$ cat config.mk
export PLATFORM = sky130hd
export DESIGN_NAME = link_sprite_fetch
export DESIGN_NICKNAME = d
export VERILOG_FILES = /design/src/rtl/sprite_pkg.sv /design/src/rtl/sprite_anim_ctr.sv /design/src/rtl/link_sprite_fetch.sv
export SDC_FILE = /design/constraint.sdc
export NUM_CORES = 1
export LEC_CHECK = 0
export ABC_AREA = 1
export ABC_CLOCK_PERIOD_IN_PS = 1900
export CAP_MARGIN = 20
export CORE_MARGIN = 10
export CORE_UTILIZATION = 49
export DETAILED_ROUTE_END_ITERATION = 12
export HOLD_SLACK_MARGIN = 0.05
export PLACE_DENSITY = 0.83
export SETUP_SLACK_MARGIN = 0.5
export SLEW_MARGIN = 20
export SYNTH_ARGS = -nofsm -noshare
export SYNTH_HDL_FRONTEND = slang
export SYNTH_SLANG_ARGS = --single-unit
$ cat constraint.sdc
create_clock -name Clk -period 1.9 [get_ports Clk]
set_input_delay 0.19 -clock Clk [delete_from_list [all_inputs] [get_ports Clk]]
set_output_delay 0.19 -clock Clk [all_outputs]
set_load 0.1 [all_outputs]
$ cat src/rtl/sprite_pkg.sv
// Shared definitions for the Link sprite fetch pipeline.
// Holds the facing-direction type, sprite geometry, the see-through palette
// index and the sprite ROM address width.
package sprite_pkg;

    typedef enum logic [1:0] {
        DOWN  = 2'd0,
        UP    = 2'd1,
        LEFT  = 2'd2,
        RIGHT = 2'd3
    } dir_t;

    localparam int          SPRITE_W        = 16;    // sprite edge in pixels, power of two
    localparam int          ANIM_PERIOD     = 8;     // frames per walk phase
    localparam int          COORD_W         = 10;    // screen coordinate width
    localparam int          PIX_W           = 4;     // palette index width
    localparam int          ROM_AW          = 11;    // {dir, frame, dy, dx}
    localparam logic [3:0]  TRANSPARENT_IDX = 4'd0;  // see-through palette index

endpackage

$ cat src/rtl/sprite_anim_ctr.sv
// Walk-animation phase counter.
// Counts frame_start pulses while the sprite is moving; every ANIM_PERIOD
// pulses the walk frame flips. Standing still snaps back to frame 0.
// Ports:
//   Clk, Reset_n  clock / asynchronous active-low reset
//   frame_start   one-cycle pulse per video frame
//   moving        sprite is walking (sampled on frame_start only)
//   anim_frame    current walk frame
module sprite_anim_ctr #(
    parameter int ANIM_PERIOD = 8
) (
    input  logic Clk,
    input  logic Reset_n,
    input  logic frame_start,
    input  logic moving,
    output logic anim_frame
);

    localparam int              CNT_W    = (ANIM_PERIOD > 1) ? $clog2(ANIM_PERIOD) : 1;
    localparam logic [CNT_W-1:0] CNT_LAST = CNT_W'(ANIM_PERIOD - 1);

    logic [CNT_W-1:0] r_cnt;
    logic             r_frame;

    always_ff @(posedge Clk or negedge Reset_n) begin
        if (!Reset_n) begin
            r_cnt   <= '0;
            r_frame <= 1'b0;
        end else if (frame_start) begin
            if (moving) begin
                if (r_cnt == CNT_LAST) begin
                    r_cnt   <= '0;
                    r_frame <= ~r_frame;
                end else begin
                    r_cnt <= r_cnt + 1'b1;
                end
            end else begin
                r_cnt   <= '0;
                r_frame <= 1'b0;
            end
        end
    end

    assign anim_frame = r_frame;

endmodule

$ cat src/rtl/link_sprite_fetch.sv
// Link sprite fetch: per-pixel hit test against the sprite box, sprite ROM
// address generation and transparency resolution.
// Pipeline: stage 0 hit test -> registered rom_addr (ROM reads in the next
// cycle) -> rom_q combined with the twice-delayed hit. Output latency is
// two cycles, one pixel per cycle, never stalls.
// Ports:
//   Clk, Reset_n          clock / asynchronous active-low reset
//   frame_start           start of vertical blank, loads shadow position/dir
//   pix_valid, DrawX/Y    current pixel
//   LinkX/Y, dir, moving  sprite position, facing, walking flag
//   rom_addr / rom_q      external sprite ROM (data one cycle after address)
//   pal_index, sprite_on  palette index and opaque-pixel flag
//   out_valid             pal_index/sprite_on valid
//   anim_frame            current walk frame
module link_sprite_fetch
    import sprite_pkg::*;
#(
    parameter int         SPRITE_W        = sprite_pkg::SPRITE_W,
    parameter int         ANIM_PERIOD     = sprite_pkg::ANIM_PERIOD,
    parameter logic [3:0] TRANSPARENT_IDX = sprite_pkg::TRANSPARENT_IDX
) (
    input  logic              Clk,
    input  logic              Reset_n,
    input  logic              frame_start,
    input  logic              pix_valid,
    input  logic [9:0]        DrawX,
    input  logic [9:0]        DrawY,
    input  logic [9:0]        LinkX,
    input  logic [9:0]        LinkY,
    input  logic [1:0]        dir,
    input  logic              moving,
    output logic [ROM_AW-1:0] rom_addr,
    input  logic [3:0]        rom_q,
    output logic [3:0]        pal_index,
    output logic              sprite_on,
    output logic              out_valid,
    output logic              anim_frame
);

    localparam int                 SW_BITS = $clog2(SPRITE_W);
    localparam logic [COORD_W:0]   SPAN    = (COORD_W + 1)'(SPRITE_W);

    // Shadow copies, stable for a whole frame
    logic [COORD_W-1:0] r_link_x;
    logic [COORD_W-1:0] r_link_y;
    dir_t               r_dir_s;

    logic [COORD_W:0]   w_diff_x;
    logic [COORD_W:0]   w_diff_y;
    logic               w_hit;
    logic [ROM_AW-1:0]  w_rom_addr_next;
    logic               w_anim_frame;

    logic [ROM_AW-1:0]  r_rom_addr;
    logic               r_hit_d1;
    logic               r_vld_d1;
    logic               r_hit_d2;
    logic               r_vld_d2;
    logic               w_show;

    sprite_anim_ctr #(
        .ANIM_PERIOD (ANIM_PERIOD)
    ) u_anim (
        .Clk         (Clk),
        .Reset_n     (Reset_n),
        .frame_start (frame_start),
        .moving      (moving),
        .anim_frame  (w_anim_frame)
    );

    always_ff @(posedge Clk or negedge Reset_n) begin
        if (!Reset_n) begin
            r_link_x <= '0;
            r_link_y <= '0;
            r_dir_s  <= DOWN;
        end else if (frame_start) begin
            r_link_x <= LinkX;
            r_link_y <= LinkY;
            r_dir_s  <= dir_t'(dir);
        end
    end

    // The extra MSB of each difference is the borrow: a pixel left of / above
    // the sprite origin yields a value >= 1024 and fails the range test, so a
    // sprite near the far screen edge is clipped rather than wrapped to 0.
    // The low 10 bits are the modulo-2^10 dx/dy used for addressing.
    assign w_diff_x = {1'b0, DrawX} - {1'b0, r_link_x};
    assign w_diff_y = {1'b0, DrawY} - {1'b0, r_link_y};
    assign w_hit    = pix_valid & (w_diff_x < SPAN) & (w_diff_y < SPAN);

    assign w_rom_addr_next = {r_dir_s, w_anim_frame,
                              w_diff_y[SW_BITS-1:0], w_diff_x[SW_BITS-1:0]};

    // Stage 1: address register (held while idle) and delayed hit/valid
    always_ff @(posedge Clk or negedge Reset_n) begin
        if (!Reset_n) begin
            r_rom_addr <= '0;
            r_hit_d1   <= 1'b0;
            r_vld_d1   <= 1'b0;
            r_hit_d2   <= 1'b0;
            r_vld_d2   <= 1'b0;
        end else begin
            if (pix_valid) begin
                r_rom_addr <= w_rom_addr_next;
            end
            r_hit_d1 <= w_hit;
            r_vld_d1 <= pix_valid;
            r_hit_d2 <= r_hit_d1;
            r_vld_d2 <= r_vld_d1;
        end
    end

    // Stage 2: rom_q arrives aligned with the twice-delayed hit
    assign w_show     = r_vld_d2 & r_hit_d2;
    assign pal_index  = w_show ? rom_q : TRANSPARENT_IDX;
    assign sprite_on  = w_show & (rom_q != TRANSPARENT_IDX);
    assign out_valid  = r_vld_d2;
    assign rom_addr   = r_rom_addr;
    assign anim_frame = w_anim_frame;

endmodule

* Word level (Yosys, flattened, before mapping)
Index checks and enable logic that the tools add are counted.
Word-level totals: bits in registers 41, output and inout bits 18
Operators by class: mux-type cells 5, equal/unequal tests 2, add/sub/neg operators 3, reductions and logical operators 2, bitwise gates (word level) 5, order comparisons 2
Operators with widths (number):
- less-than comparator 11 x 5 -> 1 bit, second input constant | 2
- subtractor 10 x 10 -> 11 bit | 2
- 2-to-1 mux 3 bit | 2
- bitwise AND 1 bit | 4
- 2-to-1 mux 4 bit | 1
- nonzero test 4 bit | 1
- adder 3 x 1 -> 3 bit, second input constant | 1
- equality test 3 bit, second input constant | 1
- 2-to-1 mux 1 bit | 2
- != test 2 x 1 -> 1 bit, second input constant | 1
- AND reduction 2 bit | 1
- inverter 1 bit | 1

* Longest topological paths before layout
depth after elaboration 4, gate-level depth with buffers 14, depth with buffers taken out 14

* Hierarchy
From an unflattened synthesis, not the netlist that was laid out.
Unflattened totals: cells, all modules 398, area total of the unflattened synthesis 2740.1 µm²
Modules (own cells, without submodules):
- link_sprite_fetch | cells each 372, area each 2538.7 µm², instances 1
- sprite_anim_ctr | cells each 26, area each 201.4 µm², instances 1

* Worst setup path before layout
Ideal clock, no wire load.
path kind register to output, from register r_vld_d2 (netlist: out_valid), to output port sprite_on, required time 1.710 ns, arrival 2.754 ns, buffers on the path 0, stages on the path, launching flop included 3, slack -1.044 ns, cell sequence dfrtp_1 nand2_1 a41oi_1
On the way: longest elaborated chain between the ends 2
Ends and longest elaborated chain:
- from (decl) | RTL line link_sprite_fetch.sv:58 | logic r_vld_d2;
- from (signal assigned) | RTL line link_sprite_fetch.sv:109 | r_vld_d2 <= r_vld_d1;
- bitwise AND 1 bit | RTL line link_sprite_fetch.sv:114 | assign w_show = r_vld_d2 & r_hit_d2;
- bitwise AND 1 bit | RTL line link_sprite_fetch.sv:116 | assign sprite_on = w_show & (rom_q != TRANSPARENT_IDX);
- to (decl) | RTL line link_sprite_fetch.sv:35 | output logic sprite_on,
No other way between the ends.

* Worst setup path in the final report
from register r_link_x[0], to register r_hit_d1
On the way: longest elaborated chain between the ends 4
Ends and longest elaborated chain:
- from (decl) | RTL line link_sprite_fetch.sv:44 | logic [COORD_W-1:0] r_link_x;
- from (signal assigned) | RTL line link_sprite_fetch.sv:77 | r_link_x <= LinkX;
- subtractor 10 x 10 -> 11 bit | RTL line link_sprite_fetch.sv:87 | assign w_diff_x = {1'b0, DrawX} - {1'b0, r_link_x};
- less-than comparator 11 x 5 -> 1 bit | RTL line link_sprite_fetch.sv:89 | assign w_hit = pix_valid & (w_diff_x < SPAN) & (w_diff_y < SPAN);
- bitwise AND 1 bit (2 in a row) | RTL line link_sprite_fetch.sv:89
- named net w_hit | RTL line link_sprite_fetch.sv:50 | logic w_hit;
- to (signal assigned) | RTL line link_sprite_fetch.sv:106 | r_hit_d1 <= w_hit;
- to (decl) | RTL line link_sprite_fetch.sv:55 | logic r_hit_d1;
The timed path passes the listed nets, and every way through them passes these cells. A chain may end at the register's enable or synchronous reset.

==> results.json <==
{
  "critPathTopFamily": "simple AND/OR/NAND/NOR gates",
  "ys.flop_type": "dfrtp_1",
  "yosys_warnings": 0,
  "worstSetupEndpointType": "register",
  "grt.total_usage": 0.151,
  "netlist_instances": 374,
  "drtIter0Drc": 118,
  "syn_avg_cell_area_sq_um": 7.18,
  "antenna-diode-count": 0,
  "timing.final.crit_share": 0.895,
  "clock-sinks": 41,
  "portBuffers": 68,
  "cts_buffer_depth": 2,
  "register_area_sq_mm": 0.00103,
  "critPathBufInv": 1,
  "via_per_inst": 4.79,
  "cap_violations": 0,
  "synthToLayoutAreaGrowth_pct": 39.5,
  "synth.most_common_cell": "nand2_1",
  "drtAntennaViolNets": 0,
  "totalPowerFinal_mw": 2.69,
  "ys_seq_area_frac": 0.382,
  "slowest_stage": "dfrtp_1",
  "worstSetupStartpointType": "register",
  "hold_path.class": "input pin to async pin",
  "pre_cts_slack_ns": -0.117,
  "synth_top_family_by_area": "simple AND/OR/NAND/NOR gates",
  "slew_viol_final": 0,
  "path_max_fanout": 3,
  "worstSetupPathType": "register to register",
  "dp.final_hpwl_mm": 5.48,
  "synth.top_cell.area_share": 0.382,
  "yosys.area_share.adder": 0.117,
  "grt_max_degree": 23,
  "skew_ns": 0.00420,
  "clk_pin_slew_ns": 0.08,
  "synthSimpleGateAreaFrac": 0.284,
  "rows": 26,
  "ir_worst_vdd_mv": 0.766,
  "gr-total-overflow": 0,
  "grt_pass1_wl_mm": 11.3,
  "synthTopCellsByCount": "115 x nand2_1, 68 x inv_1, 41 x dfrtp_1",
  "multiInputGateArea_sq_mm": 0.00149,
  "dieArea_sq_mm": 0.00884,
  "start_util": 0.516,
  "worst_pin_slew_ns": 0.382,
  "period_needed_ns": 1.70,
  "htreeDepth": 2,
  "cts-buffers-inserted": 5,
  "synth_area_leader_cell": "dfrtp_1",
  "hold-worst-slack_ns": 0.319,
  "drt-total-wl_mm": 6.58,
  "antenna_found_initial": 0,
  "drtPass1Iterations": 4,
  "synth_edf_count": 0,
  "finalNetCount": 531,
  "wire_per_inst_um": 12.5,
  "timing.fmax_ghz": 0.588,
  "crit_required_ns": 2.13,
  "cp.depth": 11,
  "gp_congestion": 0.883,
  "fp.dieH_um": 94.0,
  "critPathLaunch": "r_link_x[0]",
  "drc_errors": 0,
  "synth_area_sq_mm": 0.00269,
  "nFillCells": 433,
  "p_leak_nw": 1.91,
  "slew_headroom": 0.743,
  "synth-xor-area-share": 0.00326,
  "synth.area.mux_share": 0.00838,
  "pin_count": 69,
  "outcome": "finished, final reports clean",
  "r2r-start": "r_link_x[0]",
  "crit_chain": "ha_2 -> fa_2 -> inv_2 -> nand2_1 -> nand2_1 -> nand3_2 -> nand3_1 -> nand3_1 -> nor2_1 -> nand3_1 -> nor2_1",
  "die_w_um": 94.0,
  "synth_cell_types": 26,
  "p_per_area_mw_per_mm2": 718,
  "ys_seq_elements": 41,
  "layout_setup_ws_ns": 0.200,
  "r2r_slack_ns": 0.20,
  "ff2ff_path_depth": 11,
  "synth.net_count": 449,
  "synth_area_leaders": "dfrtp_1 38%, nand2_1 16%, ha_1 10%, inv_1 9.5%, o21ai_0 6.9%",
  "timing.final.hold_violations": 0,
  "cpPeakStageDelay_ns": 0.40,
  "async_flop_share": 1.00,
  "root_buffer": "clkbuf_8",
  "core_sq_mm": 0.00520,
  "rsz0062_at_grt": "true",
  "synth_compound_area_frac": 0.0997,
  "cpMostUsedCell": "nand3_1",
  "setup_viol": 0,
  "grt_pass1_vias": 2491,
  "clock_latency_ns": 0.29,
  "drive_gt1_frac": 0.155,
  "via_count": 2525,
  "arrival_ns": 1.93,
  "cts_tree": "done"
}
-- final cells by class --
| type | instances | area share |
|---|---|---|
| timing repair buffer | 81 | 0.212 |
| inverter | 69 | 0.0691 |
| multi-input combinational | 258 | 0.398 |
| tap | 70 | 0.0234 |
| clock buffer | 5 | 0.0184 |
| clock inverter | 3 | 0.00467 |
| sequential | 41 | 0.275 |
-- report_power, final --
group / switching [mW] / leakage [nW] / internal [mW]
registers: 0.0405 / 0.506 / 0.961
clock network: 0.308 / 0.0439 / 0.254
logic: 0.735 / 1.36 / 0.394
-- state kept, by name, summed over array words and instances (netlist names) --
signal	flops
rom_addr	11
r_link_x	10
r_link_y	10
u_anim.r_cnt	3
r_dir_s	2
out_valid	1
r_hit_d1	1
r_hit_d2	1
r_vld_d1	1
u_anim.anim_frame	1
-- cells by family (layout without fill, tap and decap cells) --
kind of cell / after synthesis / in the layout
xor gates and xnor gates: 1 / 1
AOI/OAI and AO/OA: 50 / 50
buffers and inverters: 75 / 158
adders and majority gates: 24 / 24
and+or+nand+nor: 181 / 181
DFF: 41 / 41
muxes: 2 / 2
-- path summary, 6_finish.rpt --
kind,endpoint
min reg2reg,r_hit_d2
max,r_hit_d1
min,r_vld_d1
min in group Clk,r_hit_d2
max reg2reg,r_hit_d1
max in group asynchronous,rom_addr[2]
-- stage by stage --
stage	std cells	utilization	cell area (sq um)	setup TNS [ns]
2_1_floorplan	374	-	2760	0
3_3_place_gp	517	0.692	3600	-0.0992
3_5_place_dp	517	0.692	3600	-0.117
4_1_cts	526	0.711	3700	0
5_1_grt	527	0.720	3750	0
6_report	527	0.720	3750	0
-- what timing repair did --
action	CTS	global route
resized for setup	1	10
pin swaps	2	3
gates cloned	0	0
endpoints found under the setup margin	2	4
setup buffers	0	1
hold buffers	1	0
endpoints found under the hold margin	10	0
-- per-layer routing --
metal  wire length (um)  global-route usage
met3                496              0.0536
met5                  0                   0
met2               3060               0.249
met1               3020               0.189
met4                  0              0.0241
-- placed cells by master, fill, tap and decap left out, drive strengths merged, types with 2 or more instances in the layout --
cell	synthesis	layout
fa	2	2
clkdlybuf4s50	0	49
clkbuf	3	5
buf	3	31
dfrtp	41	41
mux2	2	2
nand4	4	4
o21ai	37	37
nand2	121	121
inv	68	68
nor2	27	27
a21oi	9	9
ha	22	22
nand3	25	25
clkinv	1	3
nand3b	2	2
nor3	2	2
No activity file was read; power rests on OpenSTA's default activity.
